--- config.mk ---
export PLATFORM = sky130hd
export DESIGN_NAME = flash_addr_ctrl_flat
export DESIGN_NICKNAME = d
export VERILOG_FILES = /design/src/rtl/flash_addr_if.sv /design/src/rtl/flash_addr_ctrl.sv /design/src/flat_wrapper.sv
export SDC_FILE = /design/constraint.sdc
export NUM_CORES = 1
export LEC_CHECK = 0
export BUFFER_PORTS_ARGS = -buffer_cell sky130_fd_sc_hd__buf_2
export CAP_MARGIN = 10
export CORE_MARGIN = 2
export CORE_UTILIZATION = 40
export CTS_BUF_LIST = sky130_fd_sc_hd__clkbuf_4 sky130_fd_sc_hd__clkbuf_8
export DETAILED_ROUTE_END_ITERATION = 12
export GPL_ROUTABILITY_DRIVEN = 0
export GPL_TIMING_DRIVEN = 1
export HOLD_SLACK_MARGIN = 0.1
export SETUP_SLACK_MARGIN = 0.3
export SYNTH_ARGS = -nofsm -noshare
export SYNTH_HDL_FRONTEND = slang
export SYNTH_SLANG_ARGS = --single-unit
--- constraint.sdc ---
create_clock -name clk -period 6.4 [get_ports clk]
set_clock_uncertainty 0.2 [all_clocks]
set_input_delay 0.64 -clock clk [delete_from_list [all_inputs] [get_ports clk]]
set_output_delay 0.64 -clock clk [all_outputs]
set_load 0.005 [all_outputs]
--- src/rtl/flash_addr_if.sv ---
// Command, status and reader-facing signals of the flash address/timing controller.
interface flash_addr_if;
  logic        cmd_play;
  logic        cmd_pause;
  logic        cmd_fwd;
  logic        cmd_bwd;
  logic        cmd_restart;
  logic        spd_up;
  logic        spd_down;
  logic        spd_rst;
  logic        reader_finish;
  logic [22:0] address;
  logic        reader_start;
  logic        sample_tick;
  logic        playing;
  logic        dir_fwd;
  logic [15:0] period;

  modport master (
    output cmd_play, cmd_pause, cmd_fwd, cmd_bwd, cmd_restart,
    output spd_up, spd_down, spd_rst, reader_finish,
    input  address, reader_start, sample_tick, playing, dir_fwd, period
  );

  modport slave (
    input  cmd_play, cmd_pause, cmd_fwd, cmd_bwd, cmd_restart,
    input  spd_up, spd_down, spd_rst, reader_finish,
    output address, reader_start, sample_tick, playing, dir_fwd, period
  );
endinterface

--- src/rtl/flash_addr_ctrl.sv ---
// Word address, reader start level and sample-rate tick for the flash reader.
// Define FLASH_ADDR_ONESHOT_EN to stop at the end of the song instead of looping.
module flash_addr_ctrl #(
  parameter logic [22:0] ADDR_START     = 23'h000000,
  parameter logic [22:0] ADDR_END       = 23'h07FFFF,
  parameter logic [15:0] PERIOD_DEFAULT = 16'd1136,
  parameter logic [15:0] PERIOD_STEP    = 16'd32,
  parameter logic [15:0] PERIOD_MIN     = 16'd256,
  parameter logic [15:0] PERIOD_MAX     = 16'd4096
) (
  input  logic         clk,
  input  logic         rst,
  flash_addr_if.slave  bus
);

  // state      | meaning
  // ST_IDLE    | after reset, waiting for the first play
  // ST_PLAYING | ticks running, address advancing per consumed word
  // ST_PAUSED  | tick counter frozen, reader stalls on its held sample
  // ST_ENDED   | end of song reached (one-shot builds only)
  localparam logic [1:0] ST_IDLE    = 2'd0;
  localparam logic [1:0] ST_PLAYING = 2'd1;
  localparam logic [1:0] ST_PAUSED  = 2'd2;
`ifdef FLASH_ADDR_ONESHOT_EN
  localparam logic [1:0] ST_ENDED   = 2'd3;
`endif

  logic [1:0]  state, state_nxt;
  logic [22:0] address_q;
  logic [15:0] period_q, period_nxt, cnt_q;
  logic [16:0] period_sum, period_diff;
  logic        tick_q, start_q, playing_q, dir_q;
  logic        consumed, at_end, reload;

  assign consumed = tick_q && bus.reader_finish;
  assign at_end   = dir_q ? (address_q == ADDR_END) : (address_q == ADDR_START);

  always_comb begin
    state_nxt = state;
    reload    = bus.cmd_restart;
    case (state)
      ST_IDLE:    if (bus.cmd_play && !bus.cmd_pause) state_nxt = ST_PLAYING;
      ST_PLAYING: begin
        if (bus.cmd_pause) state_nxt = ST_PAUSED;
`ifdef FLASH_ADDR_ONESHOT_EN
        else if (consumed && at_end && !bus.cmd_restart) state_nxt = ST_ENDED;
`endif
      end
      ST_PAUSED:  if (bus.cmd_play && !bus.cmd_pause) state_nxt = ST_PLAYING;
`ifdef FLASH_ADDR_ONESHOT_EN
      ST_ENDED: begin
        // replay from the end always starts over at the top of the song
        if ((bus.cmd_play || bus.cmd_restart) && !bus.cmd_pause) begin
          state_nxt = ST_PLAYING;
          reload    = 1'b1;
        end
      end
`endif
      default:    state_nxt = ST_IDLE;
    endcase
  end

  // 17-bit intermediates so a step past either end saturates instead of wrapping
  assign period_sum  = {1'b0, period_q} + {1'b0, PERIOD_STEP};
  assign period_diff = {1'b0, period_q} - {1'b0, PERIOD_STEP};

  always_comb begin
    period_nxt = period_q;
    if (bus.spd_rst)
      period_nxt = PERIOD_DEFAULT;
    else if (bus.spd_up)
      period_nxt = (period_diff[16] || period_diff < {1'b0, PERIOD_MIN}) ? PERIOD_MIN : period_diff[15:0];
    else if (bus.spd_down)
      period_nxt = (period_sum > {1'b0, PERIOD_MAX}) ? PERIOD_MAX : period_sum[15:0];
  end

  always_ff @(posedge clk) begin
    if (rst) begin
      state     <= ST_IDLE;
      period_q  <= PERIOD_DEFAULT;
      playing_q <= 1'b0;
      start_q   <= 1'b0;
      dir_q     <= 1'b1;
    end else begin
      state     <= state_nxt;
      period_q  <= period_nxt;
      playing_q <= (state_nxt == ST_PLAYING);
      if (state_nxt == ST_PLAYING) start_q <= 1'b1;
      if (bus.cmd_fwd && !bus.cmd_bwd)      dir_q <= 1'b1;
      else if (bus.cmd_bwd && !bus.cmd_fwd) dir_q <= 1'b0;
    end
  end

  // Counting only when staying in PLAYING keeps the tick low on the pause/end edge.
  always_ff @(posedge clk) begin
    if (rst || reload) begin
      cnt_q  <= 16'd0;
      tick_q <= 1'b0;
    end else if (state == ST_PLAYING && state_nxt == ST_PLAYING) begin
      if (cnt_q >= period_q - 16'd1) begin
        cnt_q  <= 16'd0;
        tick_q <= 1'b1;
      end else begin
        cnt_q  <= cnt_q + 16'd1;
        tick_q <= 1'b0;
      end
    end else begin
      tick_q <= 1'b0;
    end
  end

  always_ff @(posedge clk) begin
    if (rst) begin
      address_q <= ADDR_START;
    end else if (reload) begin
      address_q <= dir_q ? ADDR_START : ADDR_END;
    end else if (consumed) begin
`ifdef FLASH_ADDR_ONESHOT_EN
      if (!at_end) address_q <= dir_q ? address_q + 23'd1 : address_q - 23'd1;
`else
      if (at_end)  address_q <= dir_q ? ADDR_START : ADDR_END;
      else         address_q <= dir_q ? address_q + 23'd1 : address_q - 23'd1;
`endif
    end
  end

  assign bus.address      = address_q;
  assign bus.reader_start = start_q;
  assign bus.sample_tick  = tick_q;
  assign bus.playing      = playing_q;
  assign bus.dir_fwd      = dir_q;
  assign bus.period       = period_q;

endmodule

--- src/flat_wrapper.sv ---
// flat-port wrapper written by rule: the top's interface ports become plain ports
module flash_addr_ctrl_flat 
#(
  parameter logic [22:0] ADDR_START     = 23'h000000,
  parameter logic [22:0] ADDR_END       = 23'h07FFFF,
  parameter logic [15:0] PERIOD_DEFAULT = 16'd1136,
  parameter logic [15:0] PERIOD_STEP    = 16'd32,
  parameter logic [15:0] PERIOD_MIN     = 16'd256,
  parameter logic [15:0] PERIOD_MAX     = 16'd4096
)
  (clk, rst, bus_cmd_play, bus_cmd_pause, bus_cmd_fwd, bus_cmd_bwd, bus_cmd_restart, bus_spd_up, bus_spd_down, bus_spd_rst, bus_reader_finish, bus_address, bus_reader_start, bus_sample_tick, bus_playing, bus_dir_fwd, bus_period);
  flash_addr_if bus_i ();
  input  logic clk;
  input  logic rst;
  input wire logic [$bits(bus_i.cmd_play)-1:0] bus_cmd_play;
  input wire logic [$bits(bus_i.cmd_pause)-1:0] bus_cmd_pause;
  input wire logic [$bits(bus_i.cmd_fwd)-1:0] bus_cmd_fwd;
  input wire logic [$bits(bus_i.cmd_bwd)-1:0] bus_cmd_bwd;
  input wire logic [$bits(bus_i.cmd_restart)-1:0] bus_cmd_restart;
  input wire logic [$bits(bus_i.spd_up)-1:0] bus_spd_up;
  input wire logic [$bits(bus_i.spd_down)-1:0] bus_spd_down;
  input wire logic [$bits(bus_i.spd_rst)-1:0] bus_spd_rst;
  input wire logic [$bits(bus_i.reader_finish)-1:0] bus_reader_finish;
  output wire logic [$bits(bus_i.address)-1:0] bus_address;
  output wire logic [$bits(bus_i.reader_start)-1:0] bus_reader_start;
  output wire logic [$bits(bus_i.sample_tick)-1:0] bus_sample_tick;
  output wire logic [$bits(bus_i.playing)-1:0] bus_playing;
  output wire logic [$bits(bus_i.dir_fwd)-1:0] bus_dir_fwd;
  output wire logic [$bits(bus_i.period)-1:0] bus_period;
  assign bus_i.cmd_play = bus_cmd_play;
  assign bus_i.cmd_pause = bus_cmd_pause;
  assign bus_i.cmd_fwd = bus_cmd_fwd;
  assign bus_i.cmd_bwd = bus_cmd_bwd;
  assign bus_i.cmd_restart = bus_cmd_restart;
  assign bus_i.spd_up = bus_spd_up;
  assign bus_i.spd_down = bus_spd_down;
  assign bus_i.spd_rst = bus_spd_rst;
  assign bus_i.reader_finish = bus_reader_finish;
  assign bus_address = bus_i.address;
  assign bus_reader_start = bus_i.reader_start;
  assign bus_sample_tick = bus_i.sample_tick;
  assign bus_playing = bus_i.playing;
  assign bus_dir_fwd = bus_i.dir_fwd;
  assign bus_period = bus_i.period;
  flash_addr_ctrl #(.ADDR_START(ADDR_START), .ADDR_END(ADDR_END), .PERIOD_DEFAULT(PERIOD_DEFAULT), .PERIOD_STEP(PERIOD_STEP), .PERIOD_MIN(PERIOD_MIN), .PERIOD_MAX(PERIOD_MAX)) u_core (.clk(clk), .rst(rst), .bus(bus_i));
endmodule
==> results of run 1 <==
[area by class of cell]
| cell class | instances | area, µm² | share of cell area |
|---|---|---|---|
| clock buffer | 14 | 180.2 | 0.03376 |
| multi-input combinational | 498 | 3488 | 0.6537 |
| tap | 147 | 183.9 | 0.03447 |
| timing repair buffer | 49 | 245.2 | 0.04596 |
| clock inverter | 2 | 35.03 | 0.006565 |
| inverter | 16 | 62.56 | 0.01172 |
| sequential | 57 | 1141 | 0.2138 |
[placed cells by master (no fill, tap or decap), types with 7 or more instances in the layout]
cell type                  synthesis  routed
sky130_fd_sc_hd__inv_1            15      15
sky130_fd_sc_hd__o21bai_1          7       7
sky130_fd_sc_hd__a21oi_1          44      44
sky130_fd_sc_hd__dfxtp_1          57      57
sky130_fd_sc_hd__nor2_1           54      54
sky130_fd_sc_hd__nor3_1           22      22
sky130_fd_sc_hd__nand4_1          15      15
sky130_fd_sc_hd__clkbuf_8          0      12
sky130_fd_sc_hd__o21ai_0          33      33
sky130_fd_sc_hd__nand3_1          20      20
sky130_fd_sc_hd__nand2_1          46      46
sky130_fd_sc_hd__nor2_4           10      10
sky130_fd_sc_hd__xnor2_1          16      16
sky130_fd_sc_hd__and3_1           10      10
sky130_fd_sc_hd__nor2b_1           8       8
sky130_fd_sc_hd__a31oi_1          10      10
sky130_fd_sc_hd__xor2_1           23      23
sky130_fd_sc_hd__ha_1             41      41
sky130_fd_sc_hd__a21o_1           12      12
sky130_fd_sc_hd__buf_2             3      49
[stage by stage]
step           cell area [µm²]  cells  utilization  power [mW]  hold WS (ns)
4_1_cts                   5336    783       0.4480      0.9284        0.2791
2_1_floorplan             4855    598            -      0.5077        0.2511
6_report                  5336    783       0.4480      0.9209        0.2672
3_3_place_gp              5121    767       0.4299      0.5464        0.2278
5_1_grt                   5336    783       0.4480      0.9640        0.2864
3_5_place_dp              5121    767       0.4299      0.5487        0.2656
[cells by family (layout without fill, tap and decap cells)]
group                      count (synthesis)  in the layout  synth area share
muxes                                      4              4          0.008267
other                                      1              4         0.0007743
xor gates and xnor gates                  39             39           0.07052
buffers and inverters                     43             81           0.04650
adders and majority gates                 43             43            0.1121
and+or+nand+nor                          231            231            0.2632
DFF                                       57             57            0.2356
AOI/OAI and AO/OA                        177            177            0.2630
[flip-flops by register name, indices dropped and copies added (netlist names)]
name,count
u_core.bus.address,23
u_core.cnt_q,16
u_core.bus.period,12
u_core.state,2
u_core.bus.dir_fwd,1
u_core.bus.playing,1
u_core.bus.reader_start,1
u_core.bus.sample_tick,1
[synthesized netlist by cell type, types with 13 or more instances]
library cell / count / area, µm²
sky130_fd_sc_hd__dfxtp_1: 57 / 1141
sky130_fd_sc_hd__nor2_1: 54 / 202.7
sky130_fd_sc_hd__nand2_1: 46 / 172.7
sky130_fd_sc_hd__a21oi_1: 44 / 220.2
sky130_fd_sc_hd__ha_1: 41 / 513.0
sky130_fd_sc_hd__o21ai_0: 33 / 165.2
sky130_fd_sc_hd__xor2_1: 23 / 201.4
sky130_fd_sc_hd__nor3_1: 22 / 110.1
sky130_fd_sc_hd__nand3_1: 20 / 100.1
sky130_fd_sc_hd__xnor2_1: 16 / 140.1
sky130_fd_sc_hd__inv_1: 15 / 56.30
sky130_fd_sc_hd__nand4_1: 15 / 93.84
sky130_fd_sc_hd__clkbuf_1: 13 / 48.80
[metal layers]
metal  wire length, µm  global-route usage  up-vias
met4               217             0.07317        0
met5                 0                   0        -
met2              5392              0.2964      134
met1              6355              0.2923     2118
li1                  -                   -     2286
met3               727             0.03560       15
[path summary, 6_finish.rpt]
kind / endpoint / slack [ns] / startpoint
hold / removal: u_core.bus.reader_start / 0.27 / u_core.bus.reader_start
setup / recovery: u_core.cnt_q[14] / 2.64 / u_core.bus.period[5]
hold reg to reg: u_core.bus.reader_start / 0.27 / u_core.bus.reader_start
setup reg to reg: u_core.cnt_q[14] / 2.64 / u_core.bus.period[5]
[power groups by stage]
stage | Combinational [mW] | Sequential, mW | Clock (mW)
after detailed placement | 0.153 | 0.396 | 0
after global placement | 0.151 | 0.395 | 0
after floorplan | 0.120 | 0.387 | 0
final | 0.156 | 0.388 | 0.377
after CTS | 0.154 | 0.388 | 0.387
after global routing | 0.174 | 0.390 | 0.400
==> out/results.txt, run 1 <==
setup repair after global routing missed its margin -> no
dominant synthesized flop cell -> sky130_fd_sc_hd__dfxtp_1
placement-stage worst setup slack -> 2.672 ns
register bit total from synthesis -> 57
Post-synth EDFFs -> 0
pwr dens -> 172.6 mW/mm²
Critical Path Fanout Max -> 15
static power due to leakage -> 2.226 nW
H-tree levels -> 3
number of gates on the worst path with buffers counted -> 13
wire length after detailed routing -> 12690 µm
Via Count -> 4553
Most common cell on crit path -> sky130_fd_sc_hd__a21o_1
length in cells of the worst reg-to-reg path -> 13
total count of hold-check failures in the final report -> 0
worst hold path stage count -> 1
syn_area_per_cell -> 8.140 µm²
Area Overhead vs Synth -> 10.18%
TritonCTS clock tree -> yes
startpoint type of the worst setup path -> flip-flop
data arrival time of the critical path -> 3.85 ns
synth unique cells -> 80
Net Sw Power -> 0.2717 mW
clock network power share -> 0.409
share of synthesized area occupied by flip-flops and latches -> 0.2356
DRC viols -> 0
post-DR wirelength/cell -> 16.21 µm
Sequential Power Share -> 0.421
clock tree root driver cell -> sky130_fd_sc_hd__clkbuf_8
kind of cell adding the most delay to the critical path -> compound AO/OA/AOI/OAI gates
buffer depth of the longest clock path -> 2
sum of negative setup slack -> 0 ns
ports placed on the boundary -> 54
Critical Path Max Stage Delay -> 0.64 ns
DRT Pass-1 Iters -> 5
Final WS setup -> 2.639 ns
Least-Margin Pin Slew -> 0.9843 ns
worst-path cell chain -> inv_1 > ha_1 > nand2_1 > nand3_1 > xnor2_1 > ha_1 > a21o_1 > a21o_1 > a21o_1 > a2111oi_4 > o21ai_2 > a211o_4 > nor2_1
final critical-path required period -> 3.761 ns
status -> completed
worst-case headroom to the max-slew limit -> 0.3431
critical-path cell with the highest stage delay -> sky130_fd_sc_hd__dfxtp_1
number of buffer cells added on primary ports -> 49
Synth Cell Area -> 0.004843 mm²
quantity of gates resized following cts -> 0
antenna viol nets, final -> 0
# Post-CTS Setup Buffers -> 0
max-slew violation total from the final report -> 0
async set-or-reset flop fraction in the synthesized netlist -> 0
CP Buf/Inv Count -> 1
share of the cycle needed by the critical path after routing -> 0.5876
initial core utilization -> 0.4066
number of global-route vias before repair -> 4209
Die Height -> 114.0 µm
core footprint -> 0.01191 mm²
final net count -> 684
Fmax achieved -> 265.9 MHz
vias per std cell -> 5.815
antenna fix cells -> 0
GRT Total Usage -> 0.2010
Critical Path Sink Type -> flip-flop
Die X -> 114.0 µm
global-route wire length before repair -> 21020 µm
sum of net half-perimeters after detailed placement -> 9353 µm
hold-fix buffer count after cts -> 0
clock input transition at the sequential cells of the worst setup and hold paths -> 0.07 ns
maximum number of pins on one net before global-route repair -> 27
Cell Int Power -> 0.6492 mW
filler cell count in the final layout -> 1217
Clk Latency, worst-skew pair -> 0.36 ns
FP Rows -> 40
required time of the critical path -> 6.49 ns
number of antenna violations at the first check in global routing -> 0
part of the power in combinational logic -> 0.169
sw frac -> 0.2951
area enclosed by the die boundary -> 0.01301 mm²
critical path class -> reg2reg
number of buffers created by CTS -> 9
drt first-iter violations -> 366
Max Cap Viol -> 0
peak supply drop -> 0.06769 mV
Gate Count Post-Synth -> 595
share of layout cells above drive strength 1 -> 0.1667
warnings from Yosys -> 0
setup violation total in the final timing report -> 0
Sinks on Clock Net -> 57
overflow left after global routing -> 0
Tightest Hold Check Type -> reg2reg
Note: power is estimated with default switching activity, not from simulation.
==> run 2, diff against run 1 <==
==> constraint.sdc (replaced) <==
create_clock -name clk -period 3.9 [get_ports clk]
set_clock_uncertainty 0.2 [all_clocks]
set_input_delay 0.39 -clock clk [delete_from_list [all_inputs] [get_ports clk]]
set_output_delay 0.39 -clock clk [all_outputs]
set_load 0.005 [all_outputs]
==> run 2 against run 1 <==
  * Worst hold slack worse by 0.15 ns
  * Power rose by 60%
  * Register-to-register slack worse by 2.1 ns
  * Maximum frequency grew 11%
  * Non-clock buffer count up 11
  * Critical path depth down 1
  * Combinational power increased by 73%
  * Sequential cell count unchanged
  * Die area is the same
  * Critical endpoint is now u_core.cnt_q[4]
  * Largest cell class unchanged
  * Largest power group unchanged
==> out/results.txt, run 2 (same netlist as run 1, synthesis figures left out) <==
status -> completed
worst-case register-to-register setup slack -> 0.52 ns
overflow left after global routing -> 0
setup violation total in the final timing report -> 0
share of layout cells above drive strength 1 -> 0.1808
total count of hold-check failures in the final report -> 0
DRT Pass-1 Iters -> 4
number of global-route vias before repair -> 4249
area enclosed by the die boundary -> 0.01301 mm²
antenna viol nets, final -> 0
sw frac -> 0.3099
Critical Path Max Stage Delay -> 0.49 ns
Detail Route met3 WL -> 551 µm
static power due to leakage -> 2.272 nW
critical-path cell with the highest stage delay -> sky130_fd_sc_hd__a211o_4
worst-path cell chain -> inv_1 > ha_1 > nand3_1 > xnor2_1 > ha_1 > a21o_1 > a21o_1 > a21o_1 > a2111oi_4 > o21ai_2 > a211o_4 > nor2b_1
startpoint type of the worst setup path -> flip-flop
H-tree levels -> 3
clock network power share -> 0.392
detailed-routing wirelength on met1 -> 6337 µm
clock tree root driver cell -> sky130_fd_sc_hd__clkbuf_8
Min-Delay Endpoint -> u_core.bus.period[6]
Cell Int Power -> 1.017 mW
Critical Path Fanout Max -> 15
Least-Margin Pin Slew -> 0.6739 ns
final net count -> 695
leading cell type in the layout, fill and taps excluded -> sky130_fd_sc_hd__dfxtp_1
launch point of the worst reg-to-reg path -> u_core.bus.period[5]
filler cell count in the final layout -> 1220
terminus of the critical flop-to-flop path -> u_core.cnt_q[4]
most frequent cells in the layout -> 57 x sky130_fd_sc_hd__dfxtp_1, 54 x sky130_fd_sc_hd__nor2_1, 49 x sky130_fd_sc_hd__buf_2
number of cells in the finished layout apart from fillers -> 794
sum of negative setup slack -> 0 ns
TritonCTS clock tree -> yes
core footprint -> 0.01191 mm²
GRT Total Usage -> 0.1997
Net Sw Power -> 0.4569 mW
pwr dens -> 272.7 mW/mm²
share of the cycle needed by the critical path after routing -> 0.8677
DRC viols -> 0
drt first-iter violations -> 307
worst-case headroom to the max-slew limit -> 0.5507
max-slew violation total from the final report -> 0
Placed Instances -> 777
setup repair after global routing missed its margin -> no
Max Cap Viol -> 0
uppermost routed layer -> met4
Critical Path Sink Type -> flip-flop
part of the power in combinational logic -> 0.183
wire length after detailed routing -> 12590 µm
launch point of the worst hold path -> bus_spd_rst
sum of met2 wire segment lengths after detailed routing -> 5424 µm
post-DR wirelength/cell -> 15.86 µm
# Post-CTS Setup Buffers -> 0
critical path class -> reg2reg
buffer depth of the longest clock path -> 2
maximum number of pins on one net before global-route repair -> 21
worst hold path stage count -> 3
clock input transition at the sequential cells of the worst setup and hold paths -> 0.07 ns
peak supply drop -> 0.1279 mV
initial core utilization -> 0.4066
kind of cell adding the most delay to the critical path -> compound AO/OA/AOI/OAI gates
Clk Latency, worst-skew pair -> 0.36 ns
number of antenna violations at the first check in global routing -> 0
Sequential Power Share -> 0.425
area of all sequential standard cells -> 0.001141 mm²
global-route wire length before repair -> 21070 µm
required time of the critical path -> 4.00 ns
CP Buf/Inv Count -> 1
FP Rows -> 40
vias per std cell -> 5.838
number of buffers created by CTS -> 9
Area Overhead vs Synth -> 11.63%
Via Count -> 4635
Most common cell on crit path -> sky130_fd_sc_hd__a21o_1
Fmax achieved -> 295.5 MHz
number of buffer cells added on primary ports -> 49
ports placed on the boundary -> 54
multi-input gate area in the final layout -> 0.003493 mm²
number of flip-flops under the largest register name -> 23
length in cells of the worst reg-to-reg path -> 12
sum of net half-perimeters after detailed placement -> 9255 µm
Sinks on Clock Net -> 57
Die Height -> 114.0 µm
Tightest Hold Check Type -> in2reg
antenna fix cells -> 0
final critical-path required period -> 3.384 ns
Die X -> 114.0 µm
data arrival time of the critical path -> 3.49 ns
==> run 2: cell types whose count changed in the layout (fill, tap and decap cells not counted) <==
| cell | change |
|---|---|
| sky130_fd_sc_hd__buf_4 | +10 |
| sky130_fd_sc_hd__clkbuf_4 | -2 |
| sky130_fd_sc_hd__clkbuf_8 | -2 |
| sky130_fd_sc_hd__clkinv_2 | +3 |
| sky130_fd_sc_hd__clkinvlp_4 | +1 |
| sky130_fd_sc_hd__dlygate4sd3_1 | +1 |
| sky130_fd_sc_hd__nor3_1 | -1 |
| sky130_fd_sc_hd__nor3_2 | +1 |
==> run 2: area by class of cell <==
class / count / area share
inverter: 16 / 0.01157
timing repair buffer: 60 / 0.06110
tap: 147 / 0.03402
clock buffer: 10 / 0.02546
sequential: 57 / 0.2111
multi-input combinational: 498 / 0.6461
clock inverter: 6 / 0.01065
==> run 2: worst min-delay path: cells and delay by family <==
kind	cells	cell delay, ns
AOI/OAI and AO/OA	1	0.08
and+or+nand+nor	1	0.08
buffers and inverters	1	0.09
==> run 2: how the worst max path moves through the flow <==
stage	start	end	slack, ns	depth (start not counted)
after floorplan	u_core.bus.period[5]	u_core.cnt_q[8]	0.50	15
after detailed placement	u_core.bus.period[5]	u_core.cnt_q[4]	0.52	12
after global placement	u_core.bus.period[9]	u_core.cnt_q[15]	0.58	13
after CTS	u_core.bus.period[4]	u_core.cnt_q[4]	0.51	13
after global routing	u_core.bus.period[4]	u_core.cnt_q[4]	0.34	13
final	u_core.bus.period[5]	u_core.cnt_q[4]	0.52	12
==> run 2: metrics by stage <==
stage | setup slack, ns | power, mW | hold slack, ns | area, µm² | util
2_1_floorplan | 0.4988 | 0.8331 | 0.2511 | 4855 | -
3_3_place_gp | 0.5809 | 0.9011 | 0.2351 | 5196 | 0.4362
3_5_place_dp | 0.5223 | 0.9052 | 0.2492 | 5196 | 0.4362
4_1_cts | 0.5113 | 1.485 | 0.1064 | 5401 | 0.4535
5_1_grt | 0.3443 | 1.542 | 0.1443 | 5406 | 0.4539
6_report | 0.5158 | 1.474 | 0.1177 | 5406 | 0.4539
==> run 2: routing by layer <==
| metal | track usage | vias to the layer above |
|---|---|---|
| met2 | 0.2972 | 132 |
| met5 | 0 | - |
| met3 | 0.03241 | 24 |
| met4 | 0.08862 | 0 |
| met1 | 0.2838 | 2175 |
| li1 | - | 2304 |
==> run 2: timing repair <==
action / CTS / global route
hold buffers: 1 / 0
gates resized for setup: 0 / 1
endpoints found under the hold margin: 2 / 0
setup endpoints to repair: 0 / 15
==> run 2: power groups by stage <==
stage,clock [mW],sequential (mW),combinational (mW)
floorplan,0,0.636,0.198
global placement,0,0.639,0.262
detailed placement,0,0.639,0.266
CTS,0.591,0.626,0.268
global route,0.611,0.630,0.302
finish,0.578,0.626,0.270
==> run 3, diff against run 2 <==
--- a/config.mk
+++ b/config.mk
@@ -15,6 +15,7 @@
 export GPL_TIMING_DRIVEN = 1
 export HOLD_SLACK_MARGIN = 0.1
 export SETUP_SLACK_MARGIN = 0.3
+export SLEW_MARGIN = 20
 export SYNTH_ARGS = -nofsm -noshare
 export SYNTH_HDL_FRONTEND = slang
 export SYNTH_SLANG_ARGS = --single-unit
==> constraint.sdc (replaced) <==
create_clock -name clk -period 3.3 [get_ports clk]
set_clock_uncertainty 0.2 [all_clocks]
set_input_delay 0.33 -clock clk [delete_from_list [all_inputs] [get_ports clk]]
set_output_delay 0.33 -clock clk [all_outputs]
set_load 0.005 [all_outputs]
==> run 3 against run 2 <==
  * Setup slack got worse by 0.24 ns
  * Sequential power up 19%
  * Power up 16%
  * Combinational power increased by 37%
  * Cell count rose by 3.7%
  * Utilization up 4.8 points
  * Maximum frequency rose by 12%
  * Via count up 2.4%
  * Critical path type unchanged
  * Critical endpoint is now u_core.bus.address[22]
  * Largest power group unchanged
  * Highest routed layer unchanged
==> out/results.txt, run 3 (same netlist as run 1, synthesis figures left out) <==
status -> completed
FP Rows -> 40
worst-case register-to-register setup slack -> 0.28 ns
final critical-path required period -> 3.022 ns
Sinks on Clock Net -> 57
length in cells of the worst reg-to-reg path -> 10
TritonCTS clock tree -> yes
post-DR wirelength/cell -> 16.35 µm
peak supply drop -> 0.1950 mV
share of the cycle needed by the critical path after routing -> 0.9159
post-place instance area -> 0.005334 mm²
Max Cap Viol -> 0
Area Overhead vs Synth -> 23.35%
filler cell count in the final layout -> 1149
post-route standard cell area excluding fillers -> 0.005974 mm²
startpoint type of the worst setup path -> flip-flop
buffer depth of the longest clock path -> 2
Critical Path Max Stage Delay -> 0.46 ns
H-tree levels -> 3
overflow left after global routing -> 0
initial core utilization -> 0.4066
number of buffer cells added on primary ports -> 49
ports placed on the boundary -> 54
setup repair after global routing missed its margin -> yes
Finished Core Util -> 0.5016
global-route wire length before repair -> 21320 µm
Tightest Hold Check Type -> in2reg
static power due to leakage -> 2.429 nW
max-slew violation total from the final report -> 0
Die Height -> 114.0 µm
core footprint -> 0.01191 mm²
number of flip-flops under the largest register name -> 23
pwr dens -> 285.6 mW/mm²
worst-case headroom to the max-slew limit -> 0.4858
number of cells in the finished layout apart from fillers -> 823
wire length after detailed routing -> 13460 µm
drt first-iter violations -> 264
number of antenna violations at the first check in global routing -> 0
most frequent cells in the layout -> 50 x sky130_fd_sc_hd__nor2_1, 50 x sky130_fd_sc_hd__dfxtp_1, 49 x sky130_fd_sc_hd__buf_2
critical-path cell with the highest stage delay -> sky130_fd_sc_hd__a2111oi_4
area enclosed by the die boundary -> 0.01301 mm²
launch point of the worst hold path -> bus_cmd_bwd
Critical Path Fanout Max -> 9
Fmax achieved -> 330.9 MHz
number of buffers created by CTS -> 9
Min-Delay Endpoint -> u_core.bus.dir_fwd
DRC viols -> 0
sum of negative setup slack -> 0 ns
Clk Latency, worst-skew pair -> 0.35 ns
terminus of the critical flop-to-flop path -> u_core.bus.address[22]
clock input transition at the sequential cells of the worst setup and hold paths -> 0.07 ns
clock tree root driver cell -> sky130_fd_sc_hd__clkbuf_8
antenna fix cells -> 0
worst-path cell chain -> clkinvlp_4 > buf_12 > fa_2 > a211oi_4 > o21bai_4 > o311ai_4 > a311oi_4 > a2111oi_4 > a221oi_2 > o21ai_1
Die X -> 114.0 µm
critical path class -> reg2reg
launch point of the worst reg-to-reg path -> u_core.bus.dir_fwd
worst hold path stage count -> 3
setup violation total in the final timing report -> 0
sum of net half-perimeters after detailed placement -> 9816 µm
Placed Instances -> 783
vias per std cell -> 5.764
Least-Margin Pin Slew -> 0.7519 ns
number of global-route vias before repair -> 4486
required time of the critical path -> 3.39 ns
total count of hold-check failures in the final report -> 0
antenna viol nets, final -> 0
GRT Total Usage -> 0.2024
data arrival time of the critical path -> 3.11 ns
Critical Path Sink Type -> flip-flop
final net count -> 725
Via Count -> 4744
DRT Pass-1 Iters -> 6
maximum number of pins on one net before global-route repair -> 21
share of layout cells above drive strength 1 -> 0.2796
run 3: what timing repair did:
item | CTS | global route
setup buffers | 7 | 15
hold endpoints to repair | 5 | 0
gates resized for setup | 14 | 41
endpoints found under the setup margin | 18 | 27
pin swaps | 2 | 22
hold buffers | 2 | 0
cloned | 0 | 1
run 3: layout make-up:
cell class                 instances  area, µm²  share of cell area
clock buffer                      12      152.6             0.02555
clock inverter                     3      17.52            0.002932
inverter                          16      81.33             0.01361
multi-input combinational        498       3764              0.6299
sequential                        57       1160              0.1941
tap                              147      183.9             0.03079
timing repair buffer              90      615.6              0.1030
run 3: where the power goes:
group,leakage (nW),internal (mW),switching (mW),total (mW)
Clock,0.0891,0.303,0.290,0.593
Sequential,0.465,0.710,0.0320,0.742
Combinational,1.87,0.157,0.214,0.371
run 3: through the flow:
stage | power, mW | setup WS, ns | hold WS, ns
2_1_floorplan | 0.9958 | 0.2964 | 0.2131
3_3_place_gp | 1.078 | 0.2111 | 0.2380
3_5_place_dp | 1.084 | 0.1515 | 0.2448
4_1_cts | 1.689 | 0.3014 | 0.1037
5_1_grt | 1.789 | 0.1708 | 0.1182
6_report | 1.706 | 0.2776 | 0.1022
run 3: critical path: cells and delay by family (launching register included):
family                   cells  cell delay (ns)
adder cells (fa/ha/maj)      1             0.43
flip-flops                   1             0.35
AO/OA/AOI/OAI                7             1.70
buffers and inverters        2             0.26
run 3: worst max-delay path by stage:
stage,cells past startpoint,to,from
after floorplan,15,u_core.cnt_q[8],u_core.bus.period[5]
after global placement,13,u_core.cnt_q[0],u_core.bus.period[9]
after detailed placement,13,u_core.cnt_q[15],u_core.bus.period[9]
after CTS,14,u_core.cnt_q[4],u_core.bus.period[5]
after global routing,10,u_core.bus.address[22],u_core.bus.dir_fwd
final,10,u_core.bus.address[22],u_core.bus.dir_fwd
run 3: layer usage:
metal	track usage	routed length [µm]	vias to the layer above	share of wire
li1	-	-	2361	-
met3	0.04038	564	20	0.042
met4	0.06260	240	0	0.018
met1	0.2442	5814	2243	0.43
met2	0.3615	6836	120	0.51
met5	0	0	-	0
